$ cat src/rtl/gf467_pkg.sv
// Shared constants, widths and FSM encoding for the GF(467) modular inverter.
// Contents: GF_Q/GF_MU/GF_EXP field constants, datapath widths, state_t enum.
package gf467_pkg;

    localparam int unsigned GF_Q   = 467;   // prime modulus
    localparam int unsigned GF_MU  = 561;   // floor(2^18 / GF_Q)
    localparam int unsigned GF_EXP = 465;   // GF_Q - 2, Fermat inverse exponent

    localparam int unsigned DW   = 9;       // residue / operand width
    localparam int unsigned PW   = 18;      // full product width
    localparam int unsigned QW   = 20;      // q1*MU intermediate width
    localparam int unsigned IDXW = 4;       // exponent bit index width

    typedef enum logic [1:0] {
        ST_IDLE,
        ST_SQR,
        ST_MUL,
        ST_DONE
    } state_t;

endpackage

$ cat src/rtl/modinv_for_467_if.sv
// Operand/result handshake bundle for modinv_for_467.
// master: drives in_valid, din_a, out_ready.  slave: drives in_ready,
// out_valid, dout_r, zero_err.
interface modinv_for_467_if;
    import gf467_pkg::*;

    logic          in_valid;
    logic          in_ready;
    logic [DW-1:0] din_a;
    logic          out_valid;
    logic          out_ready;
    logic [DW-1:0] dout_r;
    logic          zero_err;

    modport master (
        output in_valid, din_a, out_ready,
        input  in_ready, out_valid, dout_r, zero_err
    );

    modport slave (
        input  in_valid, din_a, out_ready,
        output in_ready, out_valid, dout_r, zero_err
    );

endinterface

$ cat src/rtl/modinv_for_467_barrett_red.sv
// Combinational Barrett reduction of an 18-bit value (< Q^2) modulo Q.
// Ports: i_x - 18-bit product, o_r - residue in 0..Q-1.
module barrett_red_18_467
    import gf467_pkg::*;
#(
    parameter int unsigned Q  = GF_Q,
    parameter int unsigned MU = GF_MU
) (
    input  logic [PW-1:0] i_x,
    output logic [DW-1:0] o_r
);

    logic [9:0]    w_q1;
    logic [QW-1:0] w_q1mu;
    logic [9:0]    w_q3;
    logic [PW-1:0] w_q3q;
    logic [PW-1:0] w_r0;
    logic [PW-1:0] w_r1;
    logic [PW-1:0] w_r2;

    // Quotient estimate undershoots by at most 2, so two conditional subtracts suffice.
    always_comb begin
        w_q1   = 10'(i_x >> 8);
        w_q1mu = QW'(w_q1) * QW'(MU);
        w_q3   = 10'(w_q1mu >> 10);
        w_q3q  = PW'(w_q3) * PW'(Q);
        w_r0   = i_x - w_q3q;
        w_r1   = (w_r0 >= PW'(Q)) ? w_r0 - PW'(Q) : w_r0;
        w_r2   = (w_r1 >= PW'(Q)) ? w_r1 - PW'(Q) : w_r1;
        o_r    = DW'(w_r2);
    end

endmodule

$ cat src/rtl/modinv_for_467.sv
// Fixed-latency modular inverse a^(Q-2) mod Q by left-to-right square-and-multiply.
// Ports: clk, rst_n (async active-low), io_bus (slave side of modinv_for_467_if).
module modinv_for_467
    import gf467_pkg::*;
#(
    parameter int unsigned Q   = GF_Q,
    parameter int unsigned MU  = GF_MU,
    parameter int unsigned EXP = GF_EXP
) (
    input  logic               clk,
    input  logic               rst_n,
    modinv_for_467_if.slave    io_bus
);

    localparam logic [DW-1:0]   EXP_BITS = DW'(EXP);
    localparam logic [IDXW-1:0] BIT_TOP  = IDXW'(DW - 1);

    state_t          r_state;
    logic [DW-1:0]   r_acc;
    logic [DW-1:0]   r_base;
    logic [IDXW-1:0] r_bit_idx;
    logic            r_in_ready;
    logic            r_out_valid;
    logic [DW-1:0]   r_dout;
    logic            r_zero;

    logic [DW-1:0]   w_op;
    logic [PW-1:0]   w_prod;
    logic [DW-1:0]   w_red;
    logic [DW-1:0]   w_din_red;

    // Single shared multiplier: squares acc in SQR, multiplies by base in MUL.
    always_comb begin
        w_op      = (r_state == ST_MUL) ? r_base : r_acc;
        w_prod    = PW'(r_acc) * PW'(w_op);
        w_din_red = (io_bus.din_a >= DW'(Q)) ? io_bus.din_a - DW'(Q) : io_bus.din_a;
    end

    barrett_red_18_467 #(
        .Q  (Q),
        .MU (MU)
    ) u_red (
        .i_x (w_prod),
        .o_r (w_red)
    );

    // Control FSM with registered handshake and result outputs.
    always_ff @(posedge clk or negedge rst_n) begin
        if (!rst_n) begin
            r_state     <= ST_IDLE;
            r_acc       <= DW'(1);
            r_base      <= '0;
            r_bit_idx   <= BIT_TOP;
            r_in_ready  <= 1'b1;
            r_out_valid <= 1'b0;
            r_dout      <= '0;
            r_zero      <= 1'b0;
        end else begin
            case (r_state)
                ST_IDLE: begin
                    if (io_bus.in_valid) begin
                        r_base     <= w_din_red;
                        r_acc      <= DW'(1);
                        r_bit_idx  <= BIT_TOP;
                        r_in_ready <= 1'b0;
                        r_state    <= ST_SQR;
                    end
                end
                ST_SQR: begin
                    r_acc <= w_red;
                    if (EXP_BITS[r_bit_idx]) begin
                        r_state <= ST_MUL;
                    end else if (r_bit_idx == '0) begin
                        r_state     <= ST_DONE;
                        r_out_valid <= 1'b1;
                        r_dout      <= w_red;
                        r_zero      <= (r_base == '0);
                    end else begin
                        r_bit_idx <= r_bit_idx - IDXW'(1);
                    end
                end
                ST_MUL: begin
                    r_acc <= w_red;
                    if (r_bit_idx == '0) begin
                        r_state     <= ST_DONE;
                        r_out_valid <= 1'b1;
                        r_dout      <= w_red;
                        r_zero      <= (r_base == '0);
                    end else begin
                        r_bit_idx <= r_bit_idx - IDXW'(1);
                        r_state   <= ST_SQR;
                    end
                end
                ST_DONE: begin
                    if (io_bus.out_ready) begin
                        r_state     <= ST_IDLE;
                        r_out_valid <= 1'b0;
                        r_in_ready  <= 1'b1;
                        r_dout      <= '0;
                        r_zero      <= 1'b0;
                    end
                end
                default: begin
                    r_state <= ST_IDLE;
                end
            endcase
        end
    end

    assign io_bus.in_ready  = r_in_ready;
    assign io_bus.out_valid = r_out_valid;
    assign io_bus.dout_r    = r_dout;
    assign io_bus.zero_err  = r_zero;

endmodule

$ cat src/flat_wrapper.sv
// flat-port wrapper written by rule: the top's interface ports become plain ports
module modinv_for_467_flat import gf467_pkg::*;
#(
    parameter int unsigned Q   = GF_Q,
    parameter int unsigned MU  = GF_MU,
    parameter int unsigned EXP = GF_EXP
)
  (clk, rst_n, io_bus_in_valid, io_bus_din_a, io_bus_out_ready, io_bus_in_ready, io_bus_out_valid, io_bus_dout_r, io_bus_zero_err);
  modinv_for_467_if io_bus_i ();
  input  logic clk;
  input  logic rst_n;
  input wire logic [$bits(io_bus_i.in_valid)-1:0] io_bus_in_valid;
  input wire logic [$bits(io_bus_i.din_a)-1:0] io_bus_din_a;
  input wire logic [$bits(io_bus_i.out_ready)-1:0] io_bus_out_ready;
  output wire logic [$bits(io_bus_i.in_ready)-1:0] io_bus_in_ready;
  output wire logic [$bits(io_bus_i.out_valid)-1:0] io_bus_out_valid;
  output wire logic [$bits(io_bus_i.dout_r)-1:0] io_bus_dout_r;
  output wire logic [$bits(io_bus_i.zero_err)-1:0] io_bus_zero_err;
  assign io_bus_i.in_valid = io_bus_in_valid;
  assign io_bus_i.din_a = io_bus_din_a;
  assign io_bus_i.out_ready = io_bus_out_ready;
  assign io_bus_in_ready = io_bus_i.in_ready;
  assign io_bus_out_valid = io_bus_i.out_valid;
  assign io_bus_dout_r = io_bus_i.dout_r;
  assign io_bus_zero_err = io_bus_i.zero_err;
  modinv_for_467 #(.Q(Q), .MU(MU), .EXP(EXP)) u_core (.clk(clk), .rst_n(rst_n), .io_bus(io_bus_i));
endmodule
$ cat config.mk
export PLATFORM = sky130hd
export DESIGN_NAME = modinv_for_467_flat
export DESIGN_NICKNAME = d
export VERILOG_FILES = /design/src/rtl/gf467_pkg.sv /design/src/rtl/modinv_for_467_if.sv /design/src/rtl/modinv_for_467_barrett_red.sv /design/src/rtl/modinv_for_467.sv /design/src/flat_wrapper.sv
export SDC_FILE = /design/constraint.sdc
export NUM_CORES = 1
export LEC_CHECK = 0
export CORE_UTILIZATION = 59
export DETAILED_ROUTE_END_ITERATION = 16
export MAX_ROUTING_LAYER = met4
export PLACE_DENSITY = 0.81
export SLEW_MARGIN = 40
export SYNTH_ARGS = -nofsm -noshare
export SYNTH_HDL_FRONTEND = slang
export SYNTH_SLANG_ARGS = --single-unit
export TNS_END_PERCENT = 10
$ cat constraint.sdc
create_clock -name clk -period 14.7 [get_ports clk]
set_input_delay 2.94 -clock clk [delete_from_list [all_inputs] [get_ports clk]]
set_output_delay 2.94 -clock clk [all_outputs]
set_load 0.03 [all_outputs]
; Word level (Yosys, flattened, before mapping)
; Memories as Yosys holds them, arrays and structs flattened.
; Index checks and enable logic that the tools add are counted.
[totals]
ff_bits = 36
mem_bits_ro = 16
in_bits = 13
wordCells = 73
n_memories = 1
[memory_table]
columns = name, words, width, rd, rd_clocked_by_memory_dff, wr, line_no
row1 = (name not given), 16, 1, 1, 0, 0, modinv_for_467.sv:71  ; if (EXP_BITS[r_bit_idx]) begin
[op_classes]
add_sub_neg = 5
mul = 3
order_cmp = 4
eq_ne = 7
mux = 31
n_reduce_logical = 14
[op_table]
columns = cell, n
row1 = two-way mux 9 bit, 7
row2 = ">= comparator 18 x 9 -> 1 bit, second input constant", 2
row3 = case mux 9 bit (3 select lines), 1
row4 = "multiplier 10 x 10 -> 20 bit, second input constant", 1
row5 = "multiplier 10 x 9 -> 18 bit, second input constant", 1
row6 = multiplier 9 x 9 -> 18 bit, 1
row7 = two-way mux 18 bit, 1
row8 = case mux 9 bit (2 select lines), 1
row9 = subtractor 18 bit, 1
row10 = "subtractor 18 x 9 -> 18 bit, second input constant", 1
row11 = "subtractor 9 bit, second input constant", 2
row12 = two-way mux 4 bit, 3
row13 = case mux 4 bit (3 select lines), 1
row14 = AND reduction 3 bit, 4
row15 = two-way mux 2 bit, 5
row16 = ">= comparator 9 bit, second input constant", 1
row17 = logical NOT 9 bit, 1
row18 = two-way mux 1 bit, 8
row19 = case mux 2 bit (4 select lines), 1
row20 = "inequality test 2 bit, second input constant", 3
row21 = case mux 1 bit (3 select lines), 2
row22 = nonzero test 3 bit, 2
row23 = "less-than comparator 4 x 5 -> 1 bit, second input constant", 1
row24 = "== test 2 bit, second input constant", 2
row25 = 9 further kinds, 11

; Depth between registers and ports, before layout
[logic_depth]
word_depth = 13
ltp_mapped = 68

; Modules after synthesis
; A second synthesis with hierarchy kept.
[hier_totals]
hier_cells = 1058
area_unflattened_um2 = 9349.0
[modules_own_cells]
columns = mod, instances, cells_per_inst, area_per_inst_um2, seq_area_each_um2
row1 = barrett_red_18_467, 1, 573, 4863.4, 0.0
row2 = modinv_for_467, 1, 485, 4485.6, 904.6

; Worst setup path after synthesis
; OpenSTA, ideal clock, no wires.
[synth_timing]
path_kind = flip-flop to flip-flop
start = register u_core.r_state[0]
end = register u_core.r_dout[7] (netlist: u_core.io_bus.dout_r[7])
setup_ps = 95
arrival_time_ps = 15516
slack_ps = -912
path_stages_with_launch = 64
synth_period_minus_slack_ps = 15612
cell_sequence = dfrtp_1 inv_1 ha_1 clkbuf_1 buf_1 mux2i_1 nor2b_1 fa_1 inv_1 fa_1 inv_1 fa_1 inv_1 fa_1 inv_1 ha_1 a21oi_1 inv_1 [... 28 more ...] ha_1 nor3_1 o21bai_1 and4_1 a21oi_1 o21ai_0 xnor2_1 o2111ai_1 nor4_4 and3_4 buf_6 mux2_2 ha_1 inv_1 a311o_4 nand2_4 and3_1 o31ai_1
[synth_between]
elab_chain_len = 13
word_cells_on_any_way = 21
cone_classes = add/sub (3) / mul (3) / order compare (2) / eq/ne (5) / mux (6) / reduce/logical (2)
[synth_rtl]
columns = item, line_no
row1 = start: declaration, modinv_for_467.sv:18  ; state_t r_state;
row2 = start signal: assignment, modinv_for_467.sv:50  ; r_state <= ST_IDLE;
row3 = start signal: assignment, modinv_for_467.sv:66  ; r_state <= ST_SQR;
row4 = start signal: assignment, modinv_for_467.sv:72  ; r_state <= ST_MUL;
row5 = == test 2 bit, "modinv_for_467.sv:34, modinv_for_467.sv:59"
row6 = two-way mux 9 bit, modinv_for_467.sv:34  ; w_op = (r_state == ST_MUL) ? r_base : r_acc;
row7 = multiplier 9 x 9 -> 18 bit, modinv_for_467.sv:35  ; w_prod = PW'(r_acc) * PW'(w_op);
row8 = multiplier 10 x 10 -> 20 bit, modinv_for_467_barrett_red.sv:24  ; w_q1mu = QW'(w_q1) * QW'(MU);
row9 = multiplier 10 x 9 -> 18 bit, modinv_for_467_barrett_red.sv:26  ; w_q3q = PW'(w_q3) * PW'(Q);
row10 = subtractor 18 bit, modinv_for_467_barrett_red.sv:27  ; w_r0 = i_x - w_q3q;
row11 = subtractor 18 x 9 -> 18 bit / >= comparator 18 x 9 -> 1 bit (equally long branches), modinv_for_467_barrett_red.sv:28  ; w_r1 = (w_r0 >= PW'(Q)) ? w_r0 - PW'(Q) : w_r0;
row12 = two-way mux 18 bit, modinv_for_467_barrett_red.sv:28
row13 = >= comparator 18 x 9 -> 1 bit / subtractor 9 bit (equally long branches), modinv_for_467_barrett_red.sv:29  ; w_r2 = (w_r1 >= PW'(Q)) ? w_r1 - PW'(Q) : w_r1;
row14 = two-way mux 9 bit, modinv_for_467_barrett_red.sv:29
row15 = two-way mux 9 bit, "modinv_for_467.sv:73, modinv_for_467.sv:84"
row16 = two-way mux 9 bit, modinv_for_467.sv:71
row17 = case mux 9 bit (3 select lines), modinv_for_467.sv:59  ; case (r_state)
row18 = end signal: assignment, modinv_for_467.sv:76  ; r_dout <= w_red;
row19 = end signal: assignment, modinv_for_467.sv:87  ; r_dout <= w_red;
row20 = end: declaration, modinv_for_467.sv:24  ; logic [DW-1:0] r_dout;
; Parallel ways exist; a longest one is shown, timed or not. The select of a mux whose other input is x is not followed.
; A chain may end at the register's enable or synchronous reset.

; Final worst setup path
[layout_timing]
start = register u_core.r_state[1]
end = register u_core.r_dout[5] (netlist: u_core.io_bus.dout_r[5])
; The elaborated chain is that of the path after synthesis.

==> impl_metrics.csv <==
group,metric,value,unit
run_status,status,"complete, no violations",
yosys,yosys.area_share.xor_xnor,7.32,%
yosys,async_reset_ff_share,100,%
clock_network,holdBufCountCts,0,
grt,track_usage,28.9,%
yosys,synth-seq-cells,36,
yosys,synth_top_family_by_area,"adder cells",
placed_design,portBuffers,24,
clock_network,clock_path_buffers,2,
setup_path,r2r_cells,62,
yosys,yosysWarnings,0,
yosys,synthTopCellsByArea,"ha_1 22%, fa_1 20%, dfrtp_1 9.2%",
detailed_routing,drt-total-wl,22700,um
min_path,hp-class,"reg2reg",
timing,tightest_slew,821,ps
floorplanning,die_area,15700,sq um
setup_path,cp.arrival,14580,ps
setup_path,r2r_setup_slack,290,ps
setup_path,critPathLaunchType,"flop",
cells_and_area,diodes,0,
timing,max_clock_freq,69.4,MHz
min_path,hold_path_depth,2,
yosys,synth-edff-count,0,
timing,finalCritPeriodShare,98.0,%
timing,final_max_slew_viol_count,0,
yosys,synth.most_common_cell,"inv_1",
setup_path,path_max_fanout,7,
yosys,synthMuxAreaShare,2.19,%
setup_path,critPathRequiredTime,14860,ps
floorplanning,row_count,44,
placed_design,pre_cts_slack,-347,ps
yosys,netlist_area,8960,sq um
setup_path,endpoint_kind,"flop",
setup_path,cp_top_family,"adder cells",
clock_network,clk_pin_slew,60,ps
clock_network,clk_latency,280,ps
clock_network,cts_tree,"built",
detailed_routing,ant_nets,0,
grt,grt_pass1_vias,7749,
floorplanning,initial_core_util,60.9,%
detailed_routing,drtIter0Drc,433,
setup_path,critPathMostFrequentCell,"fa_1",
floorplanning,io_pins,25,
placed_design,gp_congestion,0.923,
yosys,synth_top_cell_by_area,"ha_1",
yosys,synth_seq_area_share,10.1,%
flow_run,maxCapViolations,0,
timing,hold_viol_final,0,
floorplanning,dieHeight,125,um
grt,grt_max_degree,37,
detailed_routing,post-route-drc-count,0,
yosys,synth_top_area_share,22.5,%
yosys,synth-compound-area-share,14.9,%
setup_path,cp_slowest_cell,"fa_1",
yosys,yosysUniqueCellTypes,74,
grt,grt_pass1_wl,35900,um
yosys,synthCells,1017,
cells_and_area,multi_input_area,7940,sq um
setup_path,slowest_delay,580,ps
yosys,synth_area_per_cell,8.81,sq um
clock_network,clock_sinks,36,
cells_and_area,num-nets-final,1382,
placed_design,hpwl,17800,um
timing,period_needed,14410,ps
cells_and_area,register_area,906,sq um
detailed_routing,wire_per_inst,17.4,um
setup_path,cp.depth,62,
yosys,synthAdderAreaFrac,42.7,%
yosys,synth_ff_type,"dfrtp_1",
grt,antenna_found_initial,0,
timing,finClkSkew,6.88,ps
yosys,yosys-top-cells-count,"178 x inv_1, 161 x ha_1, 90 x fa_1",
clock_network,numCtsBuffers,5,
detailed_routing,routed_via_density,5.76,
yosys,synth_nets,1281,
yosys,synth-simple-area-share,14.5,%
setup_path,crit_type,"reg2reg",
timing,fin_ws,288,ps
setup_path,path_buf_inv,9,
floorplanning,core,14700,sq um
timing,slew_headroom,44.9,%
detailed_routing,num_vias,7503,
clock_network,cts.htree.levels,2,
cells_and_area,drive_gt1_share,18.9,%
floorplanning,die_x,125,um
cells_and_area,fill_cells,989,
timing,setup_viol,0,
clock_network,clock-root-buffer,"clkbuf_16",
grt,grt_overflow,0,
detailed_routing,firstDrtPassIters,5,
cells_and_area,area_growth,20.9,%
state kept, by name (all words and copies together) (netlist names):
register / count
u_core.io_bus.in_ready: 1
u_core.r_base: 9
u_core.r_state: 2
u_core.r_bit_idx: 4
u_core.r_acc: 9
u_core.io_bus.out_valid: 1
u_core.io_bus.dout_r: 9
u_core.io_bus.zero_err: 1
per-stage QoR:
step	cells	hold WS, ps	cell area (sq um)	TNS [ps]	util [%]
after floorplan	1017	471	9080	0	-
after global placement	1271	468	9950	0	67.7
after detailed placement	1271	482	9960	-4000	67.8
after CTS	1282	499	10200	0	69.3
after global routing	1303	524	10800	-3780	73.7
final	1303	489	10800	0	73.7
final cells by class:
cell class	count	share of cell area, %
clock buffer	5	1.16
tap	184	2.13
sequential	36	8.36
inverter	178	6.17
timing repair buffer	111	8.71
multi-input combinational	786	73.3
clock inverter	3	0.173
metal layers:
metal / routed length [um] / global-route usage, %
met5: 0 / -
met4: 366 / 5.16
met3: 1170 / 5.52
met2: 11300 / 47.6
met1: 9860 / 37.4
worst register-to-register path: cells and delay by family, from the launching register on:
kind            cells  cell delay, ps
xor+xnor            4             930
simple gates       12            2130
buf+inv             9            1020
mux                 1             140
fa+ha+maj          17            6660
flops               1             450
compound gates     19            3000
placed cells by master, fill, tap and decap left out, types with 7 or more instances in the layout:
cell type        netlist  final
o21ai_2                0      7
nand3_1                9      9
clkdlybuf4s50_1        0     24
nor2_1                43     41
ha_1                 161    140
xnor2_1               55     47
a21oi_1               43     27
a21oi_2                4     17
buf_4                  0     79
o21ai_0               36     25
o21ai_1               13     17
nor3_1                 9      9
dfrtp_1               33     32
and2_1                16     16
inv_1                178    175
fa_1                  90     89
o21a_1                10     10
mux2i_1               14      9
nand2b_1              19     18
nor2b_1               46     44
xor2_1                18     13
xnor2_2                0      7
a21o_1                16     16
a31oi_1               10      8
nand2_1               70     69
ha_4                   0     18
cells by family (layout without fill, tap and decap cells):
| family | count (synthesis) | after routing |
|---|---|---|
| and+or+nand+nor | 248 | 248 |
| adders and majority gates | 252 | 252 |
| muxes | 19 | 19 |
| AOI/OAI and AO/OA | 193 | 193 |
| buffers and inverters | 195 | 297 |
| xor gates and xnor gates | 74 | 74 |
| DFF | 36 | 36 |
timing repair:
action | in CTS | in global routing
gates cloned | 0 | 1
setup endpoints to repair | 18 | 18
pin swaps | 4 | 53
buffers inserted | 3 | 20
gates resized for setup | 12 | 83
path summary, 6_finish.rpt:
| check | end | from |
|---|---|---|
| max | u_core.io_bus.dout_r[5] | u_core.r_state[1] |
| min in group asynchronous | u_core.r_base[8] | rst_n |
| min reg2reg | u_core.io_bus.dout_r[7] | u_core.io_bus.dout_r[7] |
| min | u_core.io_bus.dout_r[7] | u_core.io_bus.dout_r[7] |
| max reg2reg | u_core.io_bus.dout_r[5] | u_core.r_state[1] |
| max in group asynchronous | u_core.r_acc[0] | rst_n |
Power is left out: the tool's default activity adds up to more than one toggle a clock period on the data nets, which glitch-free logic cannot reach.
